`src/rtl/ws2812_frame_arbiter.sv`:
```
// ws2812_frame_arbiter: shares one WS2812 serializer between three colour sources, with periodic refresh
// Ports:
//   clk, rst            - 50 MHz clock, asynchronous active-low reset
//   req_i[2:0]          - level requests; bit 2 is the alarm and always wins
//   color0_i..color2_i  - GRB colour per source, sampled in the GRANT cycle
//   ser_done_i          - serializer frame-complete pulse
//   grant_o             - one-hot pulse naming the latched source (zero for refresh)
//   busy_o              - high from GRANT until the latch gap ends
//   ser_start_o         - serializer start pulse
//   ser_color_o         - latched colour, stable while busy
//   cur_src_o           - source of the current/last frame, 3 = refresh
//   err_o               - sticky serializer timeout flag
//   frame_count_o       - completed frames, wrapping
module ws2812_frame_arbiter #(
  parameter int RESET_CYCLES   = 3000,
  parameter int REFRESH_CYCLES = 25_000_000,
  parameter int TIMEOUT_CYCLES = 1_000_000
) (
  input  logic        clk,
  input  logic        rst,
  input  logic [2:0]  req_i,
  input  logic [23:0] color0_i,
  input  logic [23:0] color1_i,
  input  logic [23:0] color2_i,
  input  logic        ser_done_i,
  output logic [2:0]  grant_o,
  output logic        busy_o,
  output logic        ser_start_o,
  output logic [23:0] ser_color_o,
  output logic [1:0]  cur_src_o,
  output logic        err_o,
  output logic [7:0]  frame_count_o
);
  localparam int MAX_RT = REFRESH_CYCLES > TIMEOUT_CYCLES ? REFRESH_CYCLES : TIMEOUT_CYCLES;
  localparam int MAX_C  = MAX_RT > RESET_CYCLES ? MAX_RT : RESET_CYCLES;
  localparam int CW     = $clog2(MAX_C + 1);
  typedef enum logic [2:0] {IDLE, GRANT, START, WAIT_DONE, GAP} state_t;
  state_t        state_q;
  logic [CW-1:0] cnt_q;
  logic [1:0]    src_q;
  logic [1:0]    win_d;
  logic          rr_q;
  logic          valid_q;
  // the refresh, timeout and gap counts live in mutually exclusive states, so one counter serves all three
  always_comb win_d = req_i[2] ? 2'd2 : (req_i[1] & (~req_i[0] | rr_q)) ? 2'd1 : 2'd0;
  always_ff @(posedge clk or negedge rst) begin
    if (!rst) begin
      state_q       <= IDLE;
      cnt_q         <= '0;
      src_q         <= '0;
      rr_q          <= 1'b0;
      valid_q       <= 1'b0;
      grant_o       <= '0;
      busy_o        <= 1'b0;
      ser_start_o   <= 1'b0;
      ser_color_o   <= '0;
      cur_src_o     <= '0;
      err_o         <= 1'b0;
      frame_count_o <= '0;
    end else begin
      grant_o     <= '0;
      ser_start_o <= 1'b0;
      case (state_q)
        IDLE: begin
          if (req_i != 3'b000) begin
            state_q <= GRANT;
            cnt_q   <= '0;
            src_q   <= win_d;
            grant_o <= 3'b001 << win_d;
            busy_o  <= 1'b1;
            if (!req_i[2]) rr_q <= ~win_d[0];
          end else if (valid_q && cnt_q == CW'(REFRESH_CYCLES - 1)) begin
            state_q <= GRANT;
            cnt_q   <= '0;
            src_q   <= 2'd3;
            busy_o  <= 1'b1;
          end else begin
            cnt_q <= cnt_q + CW'(1);
          end
        end
        GRANT: begin
          state_q     <= START;
          cur_src_o   <= src_q;
          ser_start_o <= 1'b1;
          if (src_q != 2'd3) ser_color_o <= src_q == 2'd2 ? color2_i : src_q == 2'd1 ? color1_i : color0_i;
        end
        START: begin
          state_q <= WAIT_DONE;
          cnt_q   <= '0;
        end
        WAIT_DONE: begin
          if (ser_done_i) begin
            state_q       <= GAP;
            cnt_q         <= '0;
            valid_q       <= 1'b1;
            frame_count_o <= frame_count_o + 8'd1;
          end else if (cnt_q == CW'(TIMEOUT_CYCLES - 1)) begin
            state_q <= GAP;
            cnt_q   <= '0;
            err_o   <= 1'b1;
          end else begin
            cnt_q <= cnt_q + CW'(1);
          end
        end
        GAP: begin
          if (cnt_q == CW'(RESET_CYCLES - 1)) begin
            state_q <= IDLE;
            cnt_q   <= '0;
            busy_o  <= 1'b0;
          end else begin
            cnt_q <= cnt_q + CW'(1);
          end
        end
        default: state_q <= IDLE;
      endcase
    end
  end
endmodule

```
`config.mk`:
```
export PLATFORM = sky130hd
export DESIGN_NAME = ws2812_frame_arbiter
export DESIGN_NICKNAME = d
export VERILOG_FILES = /design/src/rtl/ws2812_frame_arbiter.sv
export SDC_FILE = /design/constraint.sdc
export NUM_CORES = 1
export LEC_CHECK = 0
export ABC_AREA = 0
export CAP_MARGIN = 20
export CORE_ASPECT_RATIO = 2
export CORE_MARGIN = 4
export CORE_UTILIZATION = 35
export DETAILED_ROUTE_END_ITERATION = 10
export PLACE_DENSITY = 0.68
export SETUP_SLACK_MARGIN = 0.05
export SLEW_MARGIN = 5
export SYNTH_ARGS = -nofsm -noshare
export SYNTH_HDL_FRONTEND = slang
export SYNTH_SLANG_ARGS = --single-unit
```
`constraint.sdc`:
```
create_clock -name clk -period 2.3 [get_ports clk]
set_input_delay 0.69 -clock clk [delete_from_list [all_inputs] [get_ports clk]]
set_output_delay 0.69 -clock clk [all_outputs]
set_load 0.01 [all_outputs]
```
### After elaboration in Yosys (flattened, before gate mapping)

Cells that the tools add are included.

* add/sub/neg operators: 2
* reduce and logical (&&, ||, !) cells: 13
* eq/ne operators: 13
* shifts and indexed selects: 1
* multiplexer cells: 25
* bitwise operators: 6

Operators with widths (number)
* 25-bit 2-to-1 mux: 5
* 25-bit one-hot mux with 4 select lines: 1
* 24-bit 2-to-1 mux: 2
* 25-bit by 1-bit adder with 25-bit output (second input constant): 1
* 25-bit by 12-bit == test with 1-bit output (second input constant): 1
* 25-bit by 20-bit == test with 1-bit output (second input constant): 1
* 25-bit == test (second input constant): 1
* 3-bit 2-to-1 mux: 7
* 3-bit one-hot mux with 5 select lines: 1
* 3-bit AND reduction: 4
* 8-bit by 1-bit adder with 8-bit output (second input constant): 1
* 3-bit by 2-bit == test with 1-bit output (second input constant): 2
* 2-bit 2-to-1 mux: 3
* 3-bit != test (second input constant): 2
* 2-bit AND reduction: 3
* 1-bit 2-to-1 mux: 5
* 2-bit != test (second input constant): 2
* 1-bit NOT: 4
* 2-bit nonzero test: 2
* 4-bit nonzero test: 1
* 3-bit by 1-bit == test with 1-bit output (second input constant): 1
* 3-bit == test (second input constant): 1
* 3-bit zero test: 1
* 3-bit nonzero test: 1
* 7 further kinds: 7

* bits in registers: 72
* word-level logic and storage cells: 72
* output and inout port bits: 40

### Longest topological paths before layout

* word-level depth: 8
* gate-level depth with buffers: 8

### Worst setup path after synthesis

No wires, ideal clock.

* path kind: register to register
* start: register cnt_q[10]
* end: register cnt_q[24]
* library setup time: 119 ps
* data arrival time: 2100 ps
* slack: 81 ps
* required time: 2181 ps
* stages on the path, launching flop included: 7
* period minus slack after synthesis: 2219 ps
* cells stage by stage: dfrtp_1 -> or4_4 -> nor4b_4 -> a31oi_2 -> nor4_4 -> buf_6 -> nor2_2

* longest elaborated chain between the ends: 5
* elaborated cells on any way between the ends: 11

RTL lines
* from (decl): RTL line 39 `logic [CW-1:0] cnt_q;`
* from (signal assigned): RTL line 78 `cnt_q <= cnt_q + CW'(1);`
* from (signal assigned): RTL line 102 `cnt_q <= cnt_q + CW'(1);`
* from (signal assigned): RTL line 111 `cnt_q <= cnt_q + CW'(1);`
* branches (longest 4 deep; another with 25-bit by 1-bit adder with 25-bit output)
* 25-bit one-hot mux with 4 select lines (*): RTL line 63 `case (state_q)`

Every way passes the cells marked *.
A chain may end at the register's enable or synchronous reset.

### Final worst setup path

* start: register cnt_q[23]
* end: register cnt_q[5]

* longest elaborated chain between the ends: 5
* elaborated cells on any way between the ends: 10

RTL lines
* 25-bit == test: RTL line 72 `end else if (valid_q && cnt_q == CW'(REFRESH_CYCLES - 1)) begin`
* 1-bit logical AND: RTL line 72
* 25-bit 2-to-1 mux: RTL line 72
* 25-bit 2-to-1 mux: RTL line 65 `if (req_i != 3'b000) begin`
* 25-bit one-hot mux with 4 select lines (*): RTL line 63

Mark *: on every way between the ends. The rest lies on a longest branch, timed or not.

==> impl_metrics.xml <==
<?xml version="1.0" encoding="UTF-8"?>
<metrics>
  <group name="cells_and_area">
    <metric name="areaGrowthSynthToFinish" unit="%">50.0</metric>
    <metric name="final_nets" unit="">643</metric>
    <metric name="drive_gt1_frac" unit="">0.222</metric>
    <metric name="design_area" unit="mm2">0.00608</metric>
    <metric name="fin_util" unit="">0.535</metric>
    <metric name="n_fill_cell" unit="">1053</metric>
    <metric name="antenna_cells" unit="">0</metric>
  </group>
  <group name="synthesis">
    <metric name="yosys_most_used_dff" unit="">sky130_fd_sc_hd__dfrtp_1</metric>
    <metric name="synth_top_area_cell" unit="">sky130_fd_sc_hd__dfrtp_1</metric>
    <metric name="synth.top_cells.by_area" unit="">sky130_fd_sc_hd__dfrtp_1 44%, sky130_fd_sc_hd__mux2_2 6.9%, sky130_fd_sc_hd__o31ai_1 4.4%</metric>
    <metric name="synth_async_sr_flop_share" unit="">1.00</metric>
    <metric name="synth.net_count" unit="">492</metric>
    <metric name="synth-seq-area-share" unit="">0.445</metric>
    <metric name="synth_unique_cells" unit="">48</metric>
    <metric name="synth_area" unit="mm2">0.00405</metric>
    <metric name="synth_commonest_cells" unit="">72 x sky130_fd_sc_hd__dfrtp_1, 34 x sky130_fd_sc_hd__a21oi_1, 30 x sky130_fd_sc_hd__nand2_1, 27 x sky130_fd_sc_hd__nand2b_1, 25 x sky130_fd_sc_hd__mux2_2</metric>
    <metric name="syn_area_per_cell" unit="um2">9.84</metric>
    <metric name="ys_seq_elements" unit="">72</metric>
    <metric name="post_synth_inst_count" unit="">412</metric>
    <metric name="synth_largest_type_area_fraction" unit="">0.445</metric>
    <metric name="yosysMostFrequentCell" unit="">sky130_fd_sc_hd__dfrtp_1</metric>
    <metric name="synth_warnings" unit="">0</metric>
    <metric name="synth-edff-count" unit="">0</metric>
  </group>
  <group name="setup_path">
    <metric name="path_max_fanout" unit="">7</metric>
    <metric name="cp_num_buf_inv" unit="">4</metric>
    <metric name="cp_dominant_cell_by_count" unit="">sky130_fd_sc_hd__buf_6</metric>
    <metric name="rr_endpoint" unit="">cnt_q[5]</metric>
    <metric name="worst-r2r-setup-slack" unit="ns">0.03</metric>
    <metric name="end_kind" unit="">flip-flop</metric>
    <metric name="category_of_the_most_critical_setup_path" unit="">reg -&gt; reg</metric>
    <metric name="worstReg2RegStart" unit="">cnt_q[23]</metric>
    <metric name="ff2ff_path_depth" unit="">9</metric>
    <metric name="worst_path_dominant_cell_family" unit="">simple AND/OR/NAND/NOR gates</metric>
    <metric name="critical_path.slowest_cell" unit="">sky130_fd_sc_hd__or4_4</metric>
    <metric name="timing.critical_path.arrival" unit="ns">2.48</metric>
    <metric name="sequence_of_cells_on_the_critical_path" unit="">or4_4 -&gt; buf_6 -&gt; nor4b_4 -&gt; buf_4 -&gt; a31oi_4 -&gt; nor4_4 -&gt; buf_6 -&gt; clkbuf_16 -&gt; nor2_2</metric>
    <metric name="worst_path_largest_cell_delay" unit="ns">0.55</metric>
    <metric name="worst_ep_required_time" unit="ns">2.51</metric>
    <metric name="worstSetupStartpointType" unit="">flip-flop</metric>
  </group>
  <group name="placement">
    <metric name="gpl.final_weighted_congestion" unit="">0.903</metric>
    <metric name="place.port_buffers" unit="">117</metric>
    <metric name="dp_hpwl" unit="mm">9.30</metric>
    <metric name="postPlaceCellArea" unit="mm2">0.00565</metric>
  </group>
  <group name="floorplan">
    <metric name="core_region_area" unit="mm2">0.0114</metric>
    <metric name="floorplan.initialDensity" unit="">0.357</metric>
    <metric name="design.die.area" unit="mm2">0.0135</metric>
    <metric name="floorplan.die.height" unit="um">160</metric>
    <metric name="floorplan.rows" unit="">55</metric>
    <metric name="fp.dieW" unit="um">84.1</metric>
    <metric name="top_level_ports" unit="">118</metric>
  </group>
  <group name="sta">
    <metric name="setup_repair_after_global_routing_missed_its_margin" unit="">yes</metric>
    <metric name="drv_slew" unit="">0</metric>
    <metric name="maxSlewHeadroom" unit="">0.606</metric>
    <metric name="worst_clock_skew" unit="ns">0.00632</metric>
    <metric name="layout_min_cycle_time" unit="ns">2.27</metric>
    <metric name="setup_total_negative_slack" unit="ns">0</metric>
    <metric name="final.period_utilization" unit="">0.987</metric>
    <metric name="hold_viol_final" unit="">0</metric>
    <metric name="max_clock_freq" unit="MHz">441</metric>
    <metric name="timing_worst_slew_pin_value" unit="ns">0.592</metric>
    <metric name="setup_viol" unit="">0</metric>
  </group>
  <group name="drt">
    <metric name="detailedRoute.firstPassIterationCount" unit="">4</metric>
    <metric name="wire_per_inst" unit="um">17.7</metric>
    <metric name="ant_nets" unit="">0</metric>
    <metric name="vias_per_cell" unit="">5.33</metric>
    <metric name="routed-via-count" unit="">3783</metric>
    <metric name="routed_wirelength" unit="mm">12.6</metric>
    <metric name="detail_route.drc_violations" unit="">0</metric>
    <metric name="number_of_design_rule_violations_left_by_the_first_detailed_router_iteration" unit="">161</metric>
  </group>
  <group name="global_routing">
    <metric name="grt_overflow_total" unit="">0</metric>
    <metric name="global_route_wire_length_before_repair" unit="mm">20.3</metric>
    <metric name="grt_util_all_layers" unit="">0.185</metric>
    <metric name="antenna_found_initial" unit="">0</metric>
    <metric name="grt_start_max_net_pins" unit="">73</metric>
    <metric name="grt_pass1_vias" unit="">3977</metric>
  </group>
  <group name="pwr">
    <metric name="final_power" unit="mW">6.74</metric>
    <metric name="power-per-cell-area" unit="mW/mm2">1110</metric>
    <metric name="worst_ir_drop_on_vdd" unit="mV">0.416</metric>
    <metric name="p_leak" unit="nW">2.43</metric>
  </group>
  <group name="clock_tree">
    <metric name="cts_htree_levels" unit="">3</metric>
    <metric name="holdBufCountCts" unit="">0</metric>
    <metric name="clk-insertion-delay-late" unit="ns">0.33</metric>
    <metric name="clk_transition_reported_paths" unit="ns">0.05</metric>
    <metric name="root_buffer_cell" unit="">sky130_fd_sc_hd__clkbuf_16</metric>
    <metric name="cts.path.max_buffers" unit="">2</metric>
    <metric name="tritoncts_clock_tree" unit="">done</metric>
    <metric name="numCtsBuffers" unit="">9</metric>
    <metric name="tritoncts_num_sinks" unit="">72</metric>
  </group>
  <group name="hold_path">
    <metric name="min-delay-path-class" unit="">in -&gt; async</metric>
  </group>
  <group name="run_status">
    <metric name="outcome" unit="">finished, final reports clean</metric>
  </group>
  <group name="run">
    <metric name="drv_cap" unit="">0</metric>
  </group>
</metrics>
## per-layer routing
layer,GRT usage,routed length (um)
met5,0,0
met2,0.349,6960
met4,0.0695,242
met1,0.191,4570
met3,0.0475,781
## layout by cell type (no fill, tap or decap), types with 3 or more instances in the layout
| cell type | Yosys | final |
|---|---|---|
| sky130_fd_sc_hd__a21oi_1 | 34 | 33 |
| sky130_fd_sc_hd__and3_1 | 8 | 8 |
| sky130_fd_sc_hd__buf_12 | 0 | 4 |
| sky130_fd_sc_hd__buf_4 | 0 | 40 |
| sky130_fd_sc_hd__buf_6 | 3 | 3 |
| sky130_fd_sc_hd__clkbuf_16 | 0 | 10 |
| sky130_fd_sc_hd__clkbuf_8 | 1 | 3 |
| sky130_fd_sc_hd__clkdlybuf4s50_1 | 0 | 116 |
| sky130_fd_sc_hd__dfrtp_1 | 72 | 71 |
| sky130_fd_sc_hd__inv_1 | 4 | 4 |
| sky130_fd_sc_hd__mux2_2 | 25 | 25 |
| sky130_fd_sc_hd__nand2_1 | 30 | 30 |
| sky130_fd_sc_hd__nand2b_1 | 27 | 27 |
| sky130_fd_sc_hd__nand3_1 | 13 | 13 |
| sky130_fd_sc_hd__nand4_1 | 12 | 12 |
| sky130_fd_sc_hd__nor2_1 | 12 | 11 |
| sky130_fd_sc_hd__nor2_2 | 21 | 16 |
| sky130_fd_sc_hd__nor2_4 | 0 | 6 |
| sky130_fd_sc_hd__nor3_1 | 5 | 5 |
| sky130_fd_sc_hd__o21ai_0 | 5 | 4 |
| sky130_fd_sc_hd__o22ai_1 | 24 | 24 |
| sky130_fd_sc_hd__o31ai_1 | 24 | 24 |
| sky130_fd_sc_hd__xnor2_1 | 14 | 14 |
| sky130_fd_sc_hd__xor2_1 | 14 | 14 |
## worst max-delay path by stage
stage	from	endpoint	slack, ns	cells after the start
after floorplan	cnt_q[10]	cnt_q[24]	0.08	6
after global placement	req_i[2]	cnt_q[3]	-0.36	7
after detailed placement	req_i[2]	cnt_q[4]	-0.40	7
after CTS	cnt_q[10]	cnt_q[3]	0.02	8
after global routing	cnt_q[23]	cnt_q[3]	-0.08	9
final	cnt_q[23]	cnt_q[5]	0.03	9
## worst reg2reg max path: stages, from the launching register on
cell and delay (ns):
sky130_fd_sc_hd__dfrtp_1 0.39, sky130_fd_sc_hd__or4_4 0.55, sky130_fd_sc_hd__buf_6 0.14, sky130_fd_sc_hd__nor4b_4 0.28, sky130_fd_sc_hd__buf_4 0.18, sky130_fd_sc_hd__a31oi_4 0.09
sky130_fd_sc_hd__nor4_4 0.16, sky130_fd_sc_hd__buf_6 0.17, sky130_fd_sc_hd__clkbuf_16 0.16, sky130_fd_sc_hd__nor2_2 0.04
## layout make-up
type | instances | area (um2) | area share
Clock inverter | 2 | 12.5 | 0.00206
Tap cell | 142 | 178 | 0.0292
Inverter | 5 | 18.8 | 0.00309
Sequential cell | 72 | 1800 | 0.297
Clock buffer | 14 | 274 | 0.0451
Multi-Input combinational cell | 310 | 2190 | 0.360
Timing Repair Buffer | 165 | 1610 | 0.264
## state kept, by name (all words and copies together) (netlist names)
name / count
cnt_q: 25
ser_color_o: 24
frame_count_o: 8
grant_o: 3
state_q: 3
cur_src_o: 2
src_q: 2
busy_o: 1
err_o: 1
rr_q: 1
ser_start_o: 1
valid_q: 1
## through the flow
step	setup WS [ns]	hold slack (ns)	instances
global placement	-0.357	0.460	690
finish	0.0301	0.373	710
global route	-0.0752	0.398	710
detailed placement	-0.395	0.463	690
floorplan	0.0810	0.394	412
CTS	0.0222	0.401	708
## power by group
group | internal, mW | switching (mW)
Sequential | 1.64 | 0.354
Clock | 0.817 | 0.506
Combinational | 1.77 | 1.65
Total | 4.23 | 2.51
## what timing repair did
| action | CTS | global route |
|---|---|---|
| gates resized for setup | 4 | 15 |
| gates cloned | 0 | 1 |
| endpoints found under the setup margin | 22 | 24 |
| setup buffers | 2 | 2 |
| hold endpoints to repair | 0 | 0 |
| pin swaps | 2 | 11 |
## cells by family after synthesis
| family | after synthesis | synth area share |
|---|---|---|
| buf+inv | 30 | 0.0358 |
| compound gates | 100 | 0.155 |
| flops | 72 | 0.445 |
| mux | 27 | 0.0744 |
| fa+ha+maj | 2 | 0.00617 |
| simple gates | 153 | 0.223 |
| xor+xnor | 28 | 0.0605 |
No activity file was read; power rests on OpenSTA's default activity.
